<file path="config.mk">
export PLATFORM = sky130hd
export DESIGN_NAME = int_arbiter_flat
export DESIGN_NICKNAME = d
export VERILOG_FILES = /design/src/rtl/int_arbiter_if.sv /design/src/rtl/int_arbiter.sv /design/src/flat_wrapper.sv
export SDC_FILE = /design/constraint.sdc
export NUM_CORES = 1
export LEC_CHECK = 0
export ABC_AREA = 1
export CAP_MARGIN = 20
export CORE_MARGIN = 3
export CORE_UTILIZATION = 49
export CTS_CLUSTER_SIZE = 28
export DETAILED_ROUTE_END_ITERATION = 8
export PLACE_DENSITY = 0.78
export SYNTH_ARGS = -nofsm -noshare
export SYNTH_HDL_FRONTEND = slang
export SYNTH_SLANG_ARGS = --single-unit
</file>
<file path="constraint.sdc">
create_clock -name CLK -period 2.1 [get_ports CLK]
set_clock_uncertainty 0.15 [all_clocks]
set_input_delay 0.21 -clock CLK [delete_from_list [all_inputs] [get_ports CLK]]
set_output_delay 0.21 -clock CLK [all_outputs]
set_load 0.02 [all_outputs]
</file>
<file path="src/rtl/int_arbiter_if.sv">
// Bus bundle between the interrupt arbiter and the CPU-side logic.
// The slave modport is the arbiter's view; master is the CPU/bench view.
interface int_arbiter_if #(
    parameter int N_SRC = 4
);
    logic [N_SRC-1:0] SRC_REQ;
    logic [7:0]       PORT_ID;
    logic [7:0]       OUT_PORT;
    logic             IO_STRB;
    logic             INTERRUPT;
    logic [7:0]       SRC_ID;
    logic [N_SRC-1:0] PENDING;
    logic             BUSY;

    modport slave (
        input  SRC_REQ, PORT_ID, OUT_PORT, IO_STRB,
        output INTERRUPT, SRC_ID, PENDING, BUSY
    );

    modport master (
        output SRC_REQ, PORT_ID, OUT_PORT, IO_STRB,
        input  INTERRUPT, SRC_ID, PENDING, BUSY
    );
endinterface

</file>
<file path="src/rtl/int_arbiter.sv">
// Fixed-priority interrupt arbiter: edge-detects N_SRC request lines, keeps
// masked pending flags, pulses INTERRUPT to the CPU and waits for a port-write
// acknowledge, re-pulsing the same source if the acknowledge never comes.
module int_arbiter #(
    parameter int         N_SRC     = 4,
    parameter int         PULSE_LEN = 2,
    parameter int         TIMEOUT   = 1023,
    parameter logic [7:0] ACK_ID    = 8'h46,
    parameter logic [7:0] MASK_ID   = 8'h47
) (
    input  logic         CLK,
    input  logic         RESET,
    int_arbiter_if.slave bus
);

    localparam logic [1:0] S_IDLE   = 2'd0;
    localparam logic [1:0] S_ASSERT = 2'd1;
    localparam logic [1:0] S_WAIT   = 2'd2;

    localparam int PW = $clog2(PULSE_LEN + 1);
    localparam int TW = $clog2(TIMEOUT + 1);

    logic [1:0]       state;
    logic [N_SRC-1:0] prev_req;
    logic [N_SRC-1:0] mask;
    logic [N_SRC-1:0] pending;
    logic [7:0]       src_id;
    logic [PW-1:0]    pulse_cnt;
    logic [TW-1:0]    tmo_cnt;
    logic             irq;

    logic [N_SRC-1:0] set_vec;
    logic [N_SRC-1:0] clr_vec;
    logic [N_SRC-1:0] ready;
    logic [7:0]       pick_idx;
    logic             mask_wr;
    logic             ack;

    // Only the low N_SRC bits of the data bus carry mask bits.
    logic unused_bits;
    assign unused_bits = &{1'b0, bus.OUT_PORT};

    assign set_vec = bus.SRC_REQ & ~prev_req & mask;
    assign mask_wr = bus.IO_STRB && (bus.PORT_ID == MASK_ID);
    assign ack     = bus.IO_STRB && (bus.PORT_ID == ACK_ID) && (state == S_WAIT);
    assign ready   = pending & mask;

    // Acknowledge clears only the bit of the source currently in service.
    always_comb begin
        clr_vec = '0;
        for (int i = 0; i < N_SRC; i++) begin
            if (ack && (src_id == 8'(i))) clr_vec[i] = 1'b1;
        end
    end

    // Lowest ready index wins; scanning downward lets index 0 override.
    always_comb begin
        pick_idx = '0;
        for (int i = N_SRC - 1; i >= 0; i--) begin
            if (ready[i]) pick_idx = 8'(i);
        end
    end

    // Edge detect, mask register and pending flags (a new set beats a clear).
    always_ff @(posedge CLK) begin
        if (RESET) begin
            prev_req <= '1;
            mask     <= '1;
            pending  <= '0;
        end else begin
            prev_req <= bus.SRC_REQ;
            pending  <= (pending & ~clr_vec) | set_vec;
            if (mask_wr) mask <= bus.OUT_PORT[N_SRC-1:0];
        end
    end

    // Service FSM: pick a source, pulse INTERRUPT, wait for ack or timeout.
    always_ff @(posedge CLK) begin
        if (RESET) begin
            state     <= S_IDLE;
            irq       <= 1'b0;
            src_id    <= 8'hFF;
            pulse_cnt <= '0;
            tmo_cnt   <= '0;
        end else begin
            case (state)
                S_IDLE: begin
                    if (|ready) begin
                        src_id    <= pick_idx;
                        pulse_cnt <= PW'(PULSE_LEN);
                        irq       <= 1'b1;
                        state     <= S_ASSERT;
                    end
                end
                S_ASSERT: begin
                    if (pulse_cnt == PW'(1)) begin
                        irq     <= 1'b0;
                        tmo_cnt <= '0;
                        state   <= S_WAIT;
                    end else begin
                        pulse_cnt <= pulse_cnt - PW'(1);
                    end
                end
                S_WAIT: begin
                    if (ack) begin
                        src_id <= 8'hFF;
                        state  <= S_IDLE;
                    end else if (tmo_cnt == TW'(TIMEOUT - 1)) begin
                        pulse_cnt <= PW'(PULSE_LEN);
                        irq       <= 1'b1;
                        state     <= S_ASSERT;
                    end else begin
                        tmo_cnt <= tmo_cnt + TW'(1);
                    end
                end
                default: begin
                    irq    <= 1'b0;
                    src_id <= 8'hFF;
                    state  <= S_IDLE;
                end
            endcase
        end
    end

    assign bus.INTERRUPT = irq;
    assign bus.SRC_ID    = src_id;
    assign bus.PENDING   = pending;
    assign bus.BUSY      = (state != S_IDLE);

endmodule

</file>
<file path="src/flat_wrapper.sv">
// flat-port wrapper written by rule: the top's interface ports become plain ports
module int_arbiter_flat 
#(
    parameter int         N_SRC     = 4,
    parameter int         PULSE_LEN = 2,
    parameter int         TIMEOUT   = 1023,
    parameter logic [7:0] ACK_ID    = 8'h46,
    parameter logic [7:0] MASK_ID   = 8'h47
)
  (CLK, RESET, bus_SRC_REQ, bus_PORT_ID, bus_OUT_PORT, bus_IO_STRB, bus_INTERRUPT, bus_SRC_ID, bus_PENDING, bus_BUSY);
  int_arbiter_if #(.N_SRC(N_SRC)) bus_i ();
  input  logic CLK;
  input  logic RESET;
  input wire logic [$bits(bus_i.SRC_REQ)-1:0] bus_SRC_REQ;
  input wire logic [$bits(bus_i.PORT_ID)-1:0] bus_PORT_ID;
  input wire logic [$bits(bus_i.OUT_PORT)-1:0] bus_OUT_PORT;
  input wire logic [$bits(bus_i.IO_STRB)-1:0] bus_IO_STRB;
  output wire logic [$bits(bus_i.INTERRUPT)-1:0] bus_INTERRUPT;
  output wire logic [$bits(bus_i.SRC_ID)-1:0] bus_SRC_ID;
  output wire logic [$bits(bus_i.PENDING)-1:0] bus_PENDING;
  output wire logic [$bits(bus_i.BUSY)-1:0] bus_BUSY;
  assign bus_i.SRC_REQ = bus_SRC_REQ;
  assign bus_i.PORT_ID = bus_PORT_ID;
  assign bus_i.OUT_PORT = bus_OUT_PORT;
  assign bus_i.IO_STRB = bus_IO_STRB;
  assign bus_INTERRUPT = bus_i.INTERRUPT;
  assign bus_SRC_ID = bus_i.SRC_ID;
  assign bus_PENDING = bus_i.PENDING;
  assign bus_BUSY = bus_i.BUSY;
  int_arbiter #(.N_SRC(N_SRC), .PULSE_LEN(PULSE_LEN), .TIMEOUT(TIMEOUT), .ACK_ID(ACK_ID), .MASK_ID(MASK_ID)) u_core (.CLK(CLK), .RESET(RESET), .bus(bus_i));
endmodule
</file>
==> results of run 1 <==
-- synthesized netlist by cell type --
library cell	number
o21ai_1	3
buf_2	1
nand2_2	3
nand3b_1	2
nand2_4	1
or4_1	1
or2_2	3
nor3_1	1
dfxtp_1	30
o21bai_1	1
o21a_1	4
and3_1	1
nand4_1	3
o211ai_1	5
buf_6	1
nor2_2	4
ha_1	3
or2_1	1
clkbuf_1	1
buf_4	7
nand3_1	19
nand4_2	1
o21ai_0	8
inv_2	3
nand3_2	3
nor2_4	1
nand2_1	55
inv_1	29
a21oi_1	16
nor2_1	24
-- kinds of logic after synthesis --
logic type      count (synthesis)
buf+inv                        42
compound gates                 37
flops                          30
simple gates                  123
fa+ha+maj                       3
-- registers in the layout (all words and copies together), names as in the netlist --
name and flops:
u_core.prev_req 4, u_core.bus.INTERRUPT 1, u_core.mask 4, u_core.state 2, u_core.bus.PENDING 4, u_core.pulse_cnt 2, u_core.bus.SRC_ID 3, u_core.tmo_cnt 10
-- power breakdown --
group	total (uW)	switching (uW)	internal [uW]	leakage [uW]
combinational	417	227	190	0.000592
clock	370	209	161	0.0000343
sequential	675	54.1	620	0.000246
total	1460	490	972	0.000872
-- stage by stage --
stage | utilization, % | total power (uW)
after floorplan | - | 962
after CTS | 64.5 | 1470
after global routing | 64.5 | 1550
after detailed placement | 62.4 | 1100
after global placement | 62.4 | 1090
final | 64.5 | 1460
-- cell type report --
class                   count  share of cell area [%]
well taps                  44                    2.75
flip-flops and latches     30                    30.0
inverters                  32                    6.00
clock inverters             2                   0.625
repair buffers             34                    16.8
multi-input cells         163                    41.3
clock buffers               6                    2.56
-- per-layer routing --
metal	track usage (%)	up-vias	wire (microns)
met2	27.0	41	1490
met5	0	-	0
li1	-	808	-
met1	23.2	686	1660
met3	5.35	4	201
met4	5.66	0	30
-- path summary, 6_finish.rpt --
| path | start | end | slack (ns) | cells past startpoint |
|---|---|---|---|---|
| setup / recovery | u_core.state[1] | bus_BUSY | 0.14 | 3 |
| hold / removal | bus_SRC_REQ[0] | u_core.prev_req[0] | 0.26 | 3 |
| setup reg to reg | u_core.tmo_cnt[0] | u_core.tmo_cnt[3] | 0.41 | 10 |
| hold reg to reg | u_core.tmo_cnt[3] | u_core.tmo_cnt[3] | 0.34 | 2 |
-- worst min-delay path, delay by kind of cell --
family | cells | cell delay [ns]
buf+inv | 2 | 0.45
simple gates | 1 | 0.04
==> results_dict.tcl, run 1 <==
set metrics [dict create \
    nFillCells 296 \
    fp.coreArea_sq_um 3100 \
    drive_above_1_share_pct 10.9 \
    drc 0 \
    critPathKind "reg2out" \
    synth.avg_cell_area_sq_um 6.89 \
    dp.cells 303 \
    cp_slowest_cell "clkdlybuf4s50_1" \
    port_buffers 32 \
    final_cells 311 \
    setup.worst_path.end_class "output pin" \
    power.density_nw_per_um2 731 \
    maxSlewHeadroom_pct 63.5 \
    vias_per_cell 4.95 \
    first_pass_iters 4 \
    yosysSeqAreaShare_pct 37.1 \
    drt_iter0_markers 54 \
    power_leakage_uw 0.000872 \
    setup_ws_ns 0.142 \
    postCtsSetupBuffers 0 \
    peakVddDrop_mv 0.532 \
    cp-start-kind "flip-flop" \
    clk_latency_ns 0.34 \
    fp-row-count 20 \
    crit_family "buffers and inverters" \
    drv_cap 0 \
    finalCriticalPeriod_ns 1.96 \
    hold_buffers 0 \
    synth_seq_cells 30 \
    clkTransAtPathRegs_ns 0.10 \
    synth_top_family_by_area "simple AND/OR/NAND/NOR gates" \
    required_ns 1.74 \
    setup_viol 0 \
    crit_arrival_ns 1.60 \
    vias 1539 \
    gp_congestion 0.855 \
    post-place-ws_ns 0.197 \
    grt_max_degree 19 \
    ant_nets 0 \
    synth_compound_area_share_pct 13.0 \
    grtUsageTotal_pct 17.5 \
    die_w_microns 63.5 \
    max_stage_delay_ns 0.60 \
    postSynthNetCount 261 \
    grt-ovfl-total 0 \
    hold_class "in2reg" \
    crit_path_cell_trace "nor2_1, inv_2, clkdlybuf4s50_1" \
    synth_simple_gate_area_share_pct 35.7 \
    finalCritPeriodShare_pct 93.2 \
    seq_area_sq_um 601 \
    status "completed" \
    synthXorXnorAreaFrac_pct 0 \
    crit_buf_inv 2 \
    antenna_cells 0 \
    slew_violations 0 \
    critPathMaxFanout 7 \
    root_buffer "clkbuf_4" \
    synth_cell_type_count 30 \
    fin_area_sq_um 2000 \
    fin_nets 292 \
    start_util_pct 52.2 \
    first_global_vias 1321 \
    die_area_sq_um 4030 \
    hold_violations 0 \
    synth_adder_area_share_pct 2.32 \
    synthToLayoutAreaGrowth_pct 23.6 \
    ys_warn_count 0 \
    tns_ns 0 \
    layout_common_cells "55 x nand2_1, 32 x clkdlybuf4s50_1, 30 x dfxtp_1" \
    finalWirelength_mm 3.38 \
    ctsResizeCount 0 \
    die_h_microns 63.5 \
    synth_top_area_share_pct 37.1 \
    grt_antenna_before_repair 0 \
    clk_path_buf_depth 2 \
    dpl.hpwl_mm 2.45 \
    wl_per_cell_microns 10.9 \
    synth_area_leader_cell "dfxtp_1" \
    syn_area_sq_um 1620 \
    cts_buffers 5 \
    synthTopCellsByArea "dfxtp_1 37%, nand2_1 13%, inv_1 6.7%" \
    synth_cells 235 \
    rsz0062_at_grt "no" \
    grt_pass1_wl_mm 5.72 \
    place_area_sq_um 1940 \
    synth.area.mux_share_pct 0 \
    max_freq_mhz 511 \
    cts_tree "yes" \
    holdWs_ns 0.257 \
    final_common_cell "nand2_1" \
    cts_sinks 30 \
    pin_count 37 \
    tightest_slew_ns 0.547 \
    multi_input_area_sq_um 826 \
    htreeDepth 2 \
]
No activity file was read; power rests on OpenSTA's default activity.
==> run 2, diff against run 1 <==
CORE_MARGIN = not set   (was 3)
SLEW_MARGIN = 20   (was not set)
==> run 2 against run 1 <==
  * First-iteration DRC count up 1.9%
  * Sequential power about the same
  * Flip-flop and latch count unchanged
==> results_dict.tcl, run 2 (synthesis results as in run 1) <==
set metrics [dict create \
    status "completed" \
    maxSlewHeadroom_pct 62.2 \
    top_register "u_core.tmo_cnt" \
    cts_sinks 30 \
    largest_reg_flops 10 \
    ff2ff_path_depth 10 \
    ctsResizeCount 0 \
    gp_congestion 0.817 \
    finalCriticalPeriod_ns 1.94 \
    tightest_slew_ns 0.567 \
    finalCritPeriodShare_pct 92.3 \
    cp-start-kind "flip-flop" \
    drt_iter0_markers 55 \
    clk_path_buf_depth 2 \
    antenna_cells 0 \
    vias_per_cell 4.86 \
    fin_nets 292 \
    cts_tree "yes" \
    layout_common_cells "55 x nand2_1, 32 x clkdlybuf4s50_1, 30 x dfxtp_1" \
    die_w_microns 59.5 \
    regToRegStartpoint "u_core.tmo_cnt[0]" \
    max_freq_mhz 516 \
    reg2reg_slack_ns 0.39 \
    critPathMaxFanout 7 \
    fin_area_sq_um 2010 \
    crit_arrival_ns 1.58 \
    port_buffers 32 \
    root_buffer "clkbuf_4" \
    drive_above_1_share_pct 10.9 \
    fp-row-count 20 \
    vias 1512 \
    peakVddDrop_mv 0.528 \
    setup.worst_path.end_class "output pin" \
    hold_buffers 0 \
    critPathKind "reg2out" \
    pin_count 37 \
    htreeDepth 2 \
    min_to "u_core.prev_req[1]" \
    grt_max_degree 19 \
    rsz0062_at_grt "no" \
    die_h_microns 59.5 \
    first_pass_iters 4 \
    start_util_pct 52.2 \
    slew_violations 0 \
    finalWirelength_mm 3.28 \
    hold_class "in2reg" \
    grt-ovfl-total 0 \
    synthToLayoutAreaGrowth_pct 24.4 \
    place_area_sq_um 1940 \
    cts_buffers 5 \
    ant_nets 0 \
    grt_pass1_wl_mm 5.44 \
    dpl.hpwl_mm 2.36 \
    power.density_nw_per_um2 766 \
    fp.coreArea_sq_um 3100 \
    setup_viol 0 \
    tns_ns 0 \
    postCtsSetupBuffers 0 \
    die_area_sq_um 3540 \
    power_leakage_uw 0.000883 \
    final_common_cell "nand2_1" \
    clk_latency_ns 0.33 \
    drc 0 \
    required_ns 1.74 \
    grtUsageTotal_pct 20.8 \
    min_from "bus_SRC_REQ[1]" \
    drv_cap 0 \
    r2r-end "u_core.tmo_cnt[3]" \
    whs_path_depth 3 \
    first_global_vias 1259 \
    clkTransAtPathRegs_ns 0.10 \
    hold_violations 0 \
    wl_per_cell_microns 10.5 \
    grt_antenna_before_repair 0 \
]
==> run 2: changes by cell type in the layout (fill, tap and decap cells not counted) <==
cell | previous run | this run
bufinv_16 | 0 | 1
clkbuf_8 | 1 | 0
clkinv_2 | 1 | 2
clkinvlp_4 | 1 | 0
==> run 2: routing by layer <==
| layer | vias up | routed length (microns) | share of wire (%) | track usage, % |
|---|---|---|---|---|
| met5 | - | 0 | 0 | 0 |
| met4 | 0 | 50 | 1.5 | 8.16 |
| met3 | 5 | 211 | 6.4 | 6.11 |
| met2 | 35 | 1370 | 42 | 29.7 |
| met1 | 659 | 1650 | 50 | 29.1 |
| li1 | 813 | - | - | - |
==> run 2: stage by stage <==
stage               hold slack (ns)  worst slack, ns  total power [uW]  cells  utilization [%]
floorplan                     0.156            0.578               962    235                -
global placement              0.304            0.239              1090    303             62.4
detailed placement            0.310            0.223              1100    303             62.4
CTS                           0.268            0.159              1550    311             64.9
global route                  0.264           0.0929              1630    311             64.9
finish                        0.272            0.161              1540    311             64.9
==> run 2: critical path, cell delays in order (launching register included) <==
cell             delay, ns
dfxtp_1               0.46
nor2_1                0.11
inv_2                 0.08
clkdlybuf4s50_1       0.59
==> run 2: worst max-delay path by stage <==
stage,start,end,slack [ns],cells after the start
after floorplan,u_core.tmo_cnt[0],u_core.tmo_cnt[3],0.58,10
after global placement,bus_PORT_ID[1],u_core.mask[3],0.24,6
after detailed placement,bus_PORT_ID[1],u_core.mask[3],0.22,6
after CTS,u_core.state[1],bus_BUSY,0.16,3
after global routing,u_core.state[1],bus_BUSY,0.09,3
final,u_core.state[1],bus_BUSY,0.16,3
==> run 2: cell type report <==
| cell class | count | area [sq um] |
|---|---|---|
| fill | 302 | 1090 |
| clock inverter | 3 | 40.0 |
| clock buffer | 5 | 37.5 |
| sequential | 30 | 601 |
| inverter | 32 | 120 |
| tap | 44 | 55.1 |
| multi-input combinational | 163 | 826 |
| timing repair buffer | 34 | 335 |
==> run 2: report_power, final <==
part,switching [uW],leakage (uW),internal [uW]
Sequential,53.1,0.000246,620
Clock,209,0.0000450,246
Combinational,224,0.000592,190
Total,486,0.000883,1060
